### src/rtl/mdu_pkg.sv
// mdu_pkg: shared funct3 codes, FSM state encoding and default XLEN for the multiply-divide unit
package mdu_pkg;
    localparam int XLEN_DEFAULT = 32;
    localparam logic [2:0] F3_MUL    = 3'b000;
    localparam logic [2:0] F3_MULH   = 3'b001;
    localparam logic [2:0] F3_MULHSU = 3'b010;
    localparam logic [2:0] F3_MULHU  = 3'b011;
    localparam logic [2:0] F3_DIV    = 3'b100;
    localparam logic [2:0] F3_DIVU   = 3'b101;
    localparam logic [2:0] F3_REM    = 3'b110;
    localparam logic [2:0] F3_REMU   = 3'b111;
    typedef enum logic [2:0] {S_IDLE, S_MUL, S_DIV, S_FIX, S_DIVSP, S_DONE} state_t;
endpackage

### src/rtl/mdu_bolucu.sv
// mdu_bolucu: radix-2 non-restoring divider core; ports clk, rst, start, abort, dividend/divisor magnitudes in, busy, done, quot, raw signed rem (uncorrected) out
module mdu_bolucu #(
    parameter int XLEN = 32
) (
    input  logic            clk,
    input  logic            rst,
    input  logic            start,
    input  logic            abort,
    input  logic [XLEN-1:0] dividend,
    input  logic [XLEN-1:0] divisor,
    output logic            busy,
    output logic            done,
    output logic [XLEN-1:0] quot,
    output logic [XLEN:0]   rem
);
    localparam int CW = $clog2(XLEN) + 1;
    logic [XLEN-1:0] dvs;
    logic [CW-1:0]   cnt;
    logic [XLEN+1:0] r_sh, r_nx;
    assign r_sh = {rem, quot[XLEN-1]};
    assign r_nx = rem[XLEN] ? r_sh + {2'b0, dvs} : r_sh - {2'b0, dvs};
    always_ff @(posedge clk) begin
        if (rst || abort) begin
            busy <= 1'b0;
            done <= 1'b0;
            cnt  <= '0;
            rem  <= '0;
            quot <= '0;
            dvs  <= '0;
        end else if (start) begin
            busy <= 1'b1;
            done <= 1'b0;
            cnt  <= '0;
            rem  <= '0;
            quot <= dividend;
            dvs  <= divisor;
        end else if (busy) begin
            rem  <= r_nx[XLEN:0];
            quot <= {quot[XLEN-2:0], ~r_nx[XLEN+1]};
            cnt  <= cnt + CW'(1);
            if (cnt == CW'(XLEN - 1)) begin
                busy <= 1'b0;
                done <= 1'b1;
                cnt  <= '0;
            end
        end
    end
endmodule

### src/rtl/mdu_iterative.sv
// mdu_iterative: sequential RV M-extension unit; ports clk, rst, in_valid/in_ready, funct3, s1, s2, tag_in, flush, out_valid/out_ready, d3, tag_out; optional divide result cache under MDU_DIV_CACHE_EN
module mdu_iterative
    import mdu_pkg::*;
#(
    parameter int XLEN    = XLEN_DEFAULT,
    parameter int MUL_LAT = 2,
    parameter int TAG_W   = 5
) (
    input  logic             clk,
    input  logic             rst,
    input  logic             in_valid,
    output logic             in_ready,
    input  logic [2:0]       funct3,
    input  logic [XLEN-1:0]  s1,
    input  logic [XLEN-1:0]  s2,
    input  logic [TAG_W-1:0] tag_in,
    input  logic             flush,
    output logic             out_valid,
    input  logic             out_ready,
    output logic [XLEN-1:0]  d3,
    output logic [TAG_W-1:0] tag_out
);
    state_t            state;
    logic [1:0]        op;
    logic [1:0]        mcnt;
    logic [XLEN-1:0]   a_q, b_q, min_neg, a_mag, b_mag, bq_mag, quo, rem, r_fix, sp_res, cache_d, div_quo;
    logic [XLEN:0]     div_rem;
    logic [2*XLEN-1:0] ma, mb, prod, mul_res;
    logic              accept, in_sgn, in_sp, hit_in, hit_lat, div_go, div_busy, div_done, sgn, neg_q, neg_r;
    assign accept  = in_valid && in_ready && !flush;
    assign in_sgn  = !funct3[0];
    assign min_neg = {1'b1, {(XLEN-1){1'b0}}};
    assign in_sp   = (s2 == '0) || (in_sgn && s1 == min_neg && &s2);
    assign a_mag   = (in_sgn && s1[XLEN-1]) ? -s1 : s1;
    assign b_mag   = (in_sgn && s2[XLEN-1]) ? -s2 : s2;
    assign div_go  = accept && funct3[2] && !in_sp && !hit_in;
    // rs1 is signed for all but MULHU, rs2 only for MUL/MULH; a 2*XLEN wrap-around product keeps the needed bits exact
    assign ma      = {{XLEN{op != F3_MULHU[1:0] && a_q[XLEN-1]}}, a_q};
    assign mb      = {{XLEN{!op[1] && b_q[XLEN-1]}}, b_q};
    assign prod    = ma * mb;
    if (MUL_LAT == 1) begin : g_comb
        assign mul_res = prod;
    end else begin : g_pipe
        logic [2*XLEN-1:0] pipe [MUL_LAT-1];
        always_ff @(posedge clk) begin
            pipe[0] <= prod;
            for (int i = 1; i < MUL_LAT - 1; i++) pipe[i] <= pipe[i-1];
        end
        assign mul_res = pipe[MUL_LAT-2];
    end
    // non-restoring leaves a negative remainder one divisor short; quotient bits are already final
    assign sgn     = !op[0];
    assign neg_q   = sgn && (a_q[XLEN-1] ^ b_q[XLEN-1]);
    assign neg_r   = sgn && a_q[XLEN-1];
    assign bq_mag  = (sgn && b_q[XLEN-1]) ? -b_q : b_q;
    assign r_fix   = div_rem[XLEN] ? div_rem[XLEN-1:0] + bq_mag : div_rem[XLEN-1:0];
    assign quo     = neg_q ? -div_quo : div_quo;
    assign rem     = neg_r ? -r_fix : r_fix;
    assign sp_res  = (b_q == '0) ? (op[1] ? a_q : '1) : (op[1] ? '0 : a_q);
`ifdef MDU_DIV_CACHE_EN
    logic            c_vld, c_sgn;
    logic [XLEN-1:0] c_s1, c_s2, c_quo, c_rem;
    assign hit_in  = c_vld && s1 == c_s1 && s2 == c_s2 && in_sgn == c_sgn;
    assign hit_lat = c_vld && a_q == c_s1 && b_q == c_s2 && sgn == c_sgn;
    assign cache_d = op[1] ? c_rem : c_quo;
    always_ff @(posedge clk) begin
        if (rst || flush) begin
            c_vld <= 1'b0;
            c_sgn <= 1'b0;
            c_s1  <= '0;
            c_s2  <= '0;
            c_quo <= '0;
            c_rem <= '0;
        end else if (state == S_FIX) begin
            c_vld <= 1'b1;
            c_sgn <= sgn;
            c_s1  <= a_q;
            c_s2  <= b_q;
            c_quo <= quo;
            c_rem <= rem;
        end
    end
`else
    assign hit_in  = 1'b0;
    assign hit_lat = 1'b0;
    assign cache_d = '0;
`endif
    mdu_bolucu #(.XLEN(XLEN)) u_div (
        .clk      (clk),
        .rst      (rst),
        .start    (div_go),
        .abort    (flush),
        .dividend (a_mag),
        .divisor  (b_mag),
        .busy     (div_busy),
        .done     (div_done),
        .quot     (div_quo),
        .rem      (div_rem)
    );
    always_ff @(posedge clk) begin
        if (rst) begin
            state     <= S_IDLE;
            in_ready  <= 1'b1;
            out_valid <= 1'b0;
            d3        <= '0;
            tag_out   <= '0;
            op        <= '0;
            a_q       <= '0;
            b_q       <= '0;
            mcnt      <= '0;
        end else if (flush) begin
            state     <= S_IDLE;
            in_ready  <= 1'b1;
            out_valid <= 1'b0;
        end else begin
            case (state)
                S_IDLE: if (accept) begin
                    state    <= !funct3[2] ? S_MUL : (in_sp || hit_in) ? S_DIVSP : S_DIV;
                    in_ready <= 1'b0;
                    op       <= funct3[1:0];
                    a_q      <= s1;
                    b_q      <= s2;
                    tag_out  <= tag_in;
                    mcnt     <= '0;
                end
                S_MUL: begin
                    mcnt <= mcnt + 2'd1;
                    if (mcnt == 2'(MUL_LAT - 1)) begin
                        state     <= S_DONE;
                        out_valid <= 1'b1;
                        d3        <= (op == F3_MUL[1:0]) ? mul_res[XLEN-1:0] : mul_res[2*XLEN-1:XLEN];
                    end
                end
                S_DIV: if (div_done && !div_busy) state <= S_FIX;
                S_FIX: begin
                    state     <= S_DONE;
                    out_valid <= 1'b1;
                    d3        <= op[1] ? rem : quo;
                end
                S_DIVSP: begin
                    state     <= S_DONE;
                    out_valid <= 1'b1;
                    d3        <= hit_lat ? cache_d : sp_res;
                end
                S_DONE: if (out_ready) begin
                    state     <= S_IDLE;
                    in_ready  <= 1'b1;
                    out_valid <= 1'b0;
                end
                default: state <= S_IDLE;
            endcase
        end
    end
endmodule

### config.mk
export PLATFORM = sky130hd
export DESIGN_NAME = mdu_iterative
export DESIGN_NICKNAME = d
export VERILOG_FILES = /design/src/rtl/mdu_pkg.sv /design/src/rtl/mdu_bolucu.sv /design/src/rtl/mdu_iterative.sv
export SDC_FILE = /design/constraint.sdc
export NUM_CORES = 2
export LEC_CHECK = 0
export ABC_AREA = 1
export CORE_AREA = 2 2 498 500
export CTS_BUF_LIST = sky130_fd_sc_hd__clkbuf_2 sky130_fd_sc_hd__clkbuf_4 sky130_fd_sc_hd__clkbuf_8
export DETAILED_ROUTE_END_ITERATION = 7
export DIE_AREA = 0 0 500 502
export PLACE_DENSITY = 0.39
export SETUP_SLACK_MARGIN = 0.1
export SLEW_MARGIN = 15
export SYNTH_ARGS = -nofsm -noshare
export SYNTH_HDL_FRONTEND = slang
export SYNTH_SLANG_ARGS = --single-unit
### constraint.sdc
create_clock -name clk -period 8.3 [get_ports clk]
set_input_delay 2.49 -clock clk [delete_from_list [all_inputs] [get_ports clk]]
set_output_delay 2.49 -clock clk [all_outputs]
set_load 0.02 [all_outputs]
==> out/results.ini <==
[timing]
layout_min_cycle_time_ns=7.93
relSlewSlack=0.249
fin_ws_ns=0.375
min_period_over_period=0.955
fmax_mhz=126
hold_viol_final=0
setup_viol=0
setup_tns_ns=0
skew_ns=0.0612
rsz0062_at_grt=no
drv_slew=0
worst_pin_slew_ns=1.11

[synth]
syn_avg_cell_area_sq_um=7.49
yosysTopAreaCell=fa_1
synth.most_common_cell=inv_1
yosysSeqAreaShare=0.0951
synth_warnings=0
synth_edf_count=0
yosys.area.top_type_share=0.384
syn_area_sq_um=58700
synth_cell_types=64
synthCells=7836
async_flop_share=0
synth_area_leaders=fa_1 (38%), inv_1 (12%), nand2_1 (12%), dfxtp_1 (9.5%), ha_1 (6.1%)
synth_nets=9326
synth-main-ff-cell=dfxtp_1
synthTopCellsByCount=inv_1 (1897), nand2_1 (1848), fa_1 (1127)
ys_ff_latch=279

[critical_path]
startpoint_type=register
crit_buf_inv=6
max_stage_delay_ns=0.66
cpMostUsedCell=fa_1
worstPathArrival_ns=8.50
crit_type=reg -> reg
critical_path.max_fanout=31
critPathRequiredTime_ns=8.88
slowest_stage=fa_1
cp_cell_sequence=buf_4 > nand2_1 > fa_1 > fa_1 > inv_1 > fa_1 > fa_1 > fa_1 > fa_1 > fa_1 > inv_1 > fa_1 > inv_1 > ha_1 > buf_4 > nand2_1 > nor2_1 > nand2_1 > o21bai_2 > nand3_1 > o211ai_1 > a21oi_1 > buf_4 > xnor2_1
crit_family=adder cells
end_kind=register

[die]
start_util=0.239
die-area_sq_um=251000
die_w_um=500
rows=182
die_y_um=502
ios=116
coreArea_sq_um=245000

[hold_path]
hold_class=reg -> reg

[cells_and_area]
fillers=27000
instances_no_fill=11100
syn_to_final_growth_pct=11.8
nets=9330
finish.instance_area_sq_um=65700
drive_gt1_frac=0.0739

[global_routing]
grt_usage=0.187
grt_pass1_vias=53200
grt_overflow_total=0
grt_max_degree=86
antenna_found_initial=6
grt_pass1_wl_mm=354

[clock_network]
holdBufCountCts=0
insertion_delay_ns=0.73
cts_setup_buffers=0
cts_tree=built
htree_levels=2
root_buffer=clkbuf_8
clock-sinks=279
clk_path_buf_depth=3
numCtsBuffers=57
cts-resized-gates=0
path_clk_slew_ns=0.07

[detailed_routing]
drt_iter0_drc=2899
vias=49900
drt_wl_total_mm=234
dr.pass1.iters=5
post-route-drc-count=0
wl_per_cell_um=21.1
ant_nets=0
vias_per_cell=4.50

[power]
ir_drop_mv=0.221
p_leak_nw=33.5
power_density_nw_per_um2=187

[run_status]
status=finished clean

[placed_design]
dp_slack_ns=0.248
dp.cells=11000
port_buffers=115
gp_congestion=0.912
dp_hpwl_mm=194
post_dp_cell_area_sq_um=64300

[run]
drv_cap=0

## metal layers
metal  up-vias  GRT usage  part of all wire
met4         0     0.0368             0.020
met2       960      0.320              0.48
met1     25600      0.261              0.47
met5         -          0                 0
li1      23200          -                 -
met3       200     0.0106             0.029
## registers in the layout, summed over array words and instances, names as in the netlist
register     flops
op               2
u_div.dvs       32
u_div.cnt        6
mcnt             2
u_div.rem       33
d3              32
out_valid        1
u_div.done       1
state            3
tag_out          5
a_q             32
in_ready         1
g_pipe.pipe     64
u_div.busy       1
u_div.quot      32
b_q             32
## per-stage QoR
| stage | total power [W] | hold slack (ns) | utilization |
|---|---|---|---|
| after floorplan | 0.00726 | 0.441 | - |
| after global placement | 0.0107 | 0.458 | 0.262 |
| after detailed placement | 0.0106 | 0.461 | 0.262 |
| after CTS | 0.0124 | 0.474 | 0.268 |
| after global routing | 0.0135 | 0.505 | 0.268 |
| final | 0.0123 | 0.472 | 0.268 |
## layout by cell type (no fill, tap or decap), types with 23 or more instances in the layout
cell type        count
nand4_1             60
dfxtp_1            219
a21oi_1            376
nor2_1             386
nand2_2             35
o21ai_0            291
nand3_1            145
or2_2               36
inv_2               29
o21ai_1             25
a31oi_1             68
o211ai_1            28
dfxtp_2             53
buf_4              199
inv_1             1895
nand2_1           1848
clkbuf_8            74
fa_1              1127
clkdlybuf4s50_1    115
nor2_2              31
xnor2_1             72
nor4_1              23
ha_1               286
nor3_1              79
xor2_1             154
## power by group
| group | internal, W | switching, W |
|---|---|---|
| clock | 0.000958 | 0.000754 |
| sequential | 0.00159 | 0.000292 |
| combinational | 0.00318 | 0.00550 |
| total | 0.00573 | 0.00654 |
## logic make-up after synthesis
family / share of synthesized area
simple gates: 0.192
mux: 0.000170
buf+inv: 0.149
fa+ha+maj: 0.445
flops: 0.0951
compound gates: 0.0856
xor+xnor: 0.0337
## final timing paths
| kind | from | end | slack, ns | depth (start not counted) |
|---|---|---|---|---|
| worst min-delay path | u_div.done$_SDFFE_PP0P_ | u_div.done$_SDFFE_PP0P_ | 0.47 | 1 |
| worst min register to register | u_div.done$_SDFFE_PP0P_ | u_div.done$_SDFFE_PP0P_ | 0.47 | 1 |
| worst max register to register | a_q[26]$_SDFFE_PP0P_ | g_pipe.pipe[0][53]$_DFF_P_ | 0.37 | 24 |
| worst max-delay path | a_q[26]$_SDFFE_PP0P_ | g_pipe.pipe[0][53]$_DFF_P_ | 0.37 | 24 |
## final cells by class
cell class | instances | area (sq um) | area share
Tap cell | 3220 | 4030 | 0.0613
Sequential cell | 279 | 5680 | 0.0865
Clock buffer | 95 | 1180 | 0.0179
Timing Repair Buffer | 330 | 2970 | 0.0452
Inverter | 1929 | 7240 | 0.110
Clock inverter | 9 | 121 | 0.00185
Multi-Input combinational cell | 5243 | 44400 | 0.677
Antenna cell | 3 | 7.51 | 0.000114
Power figures use the tool's default switching activity.
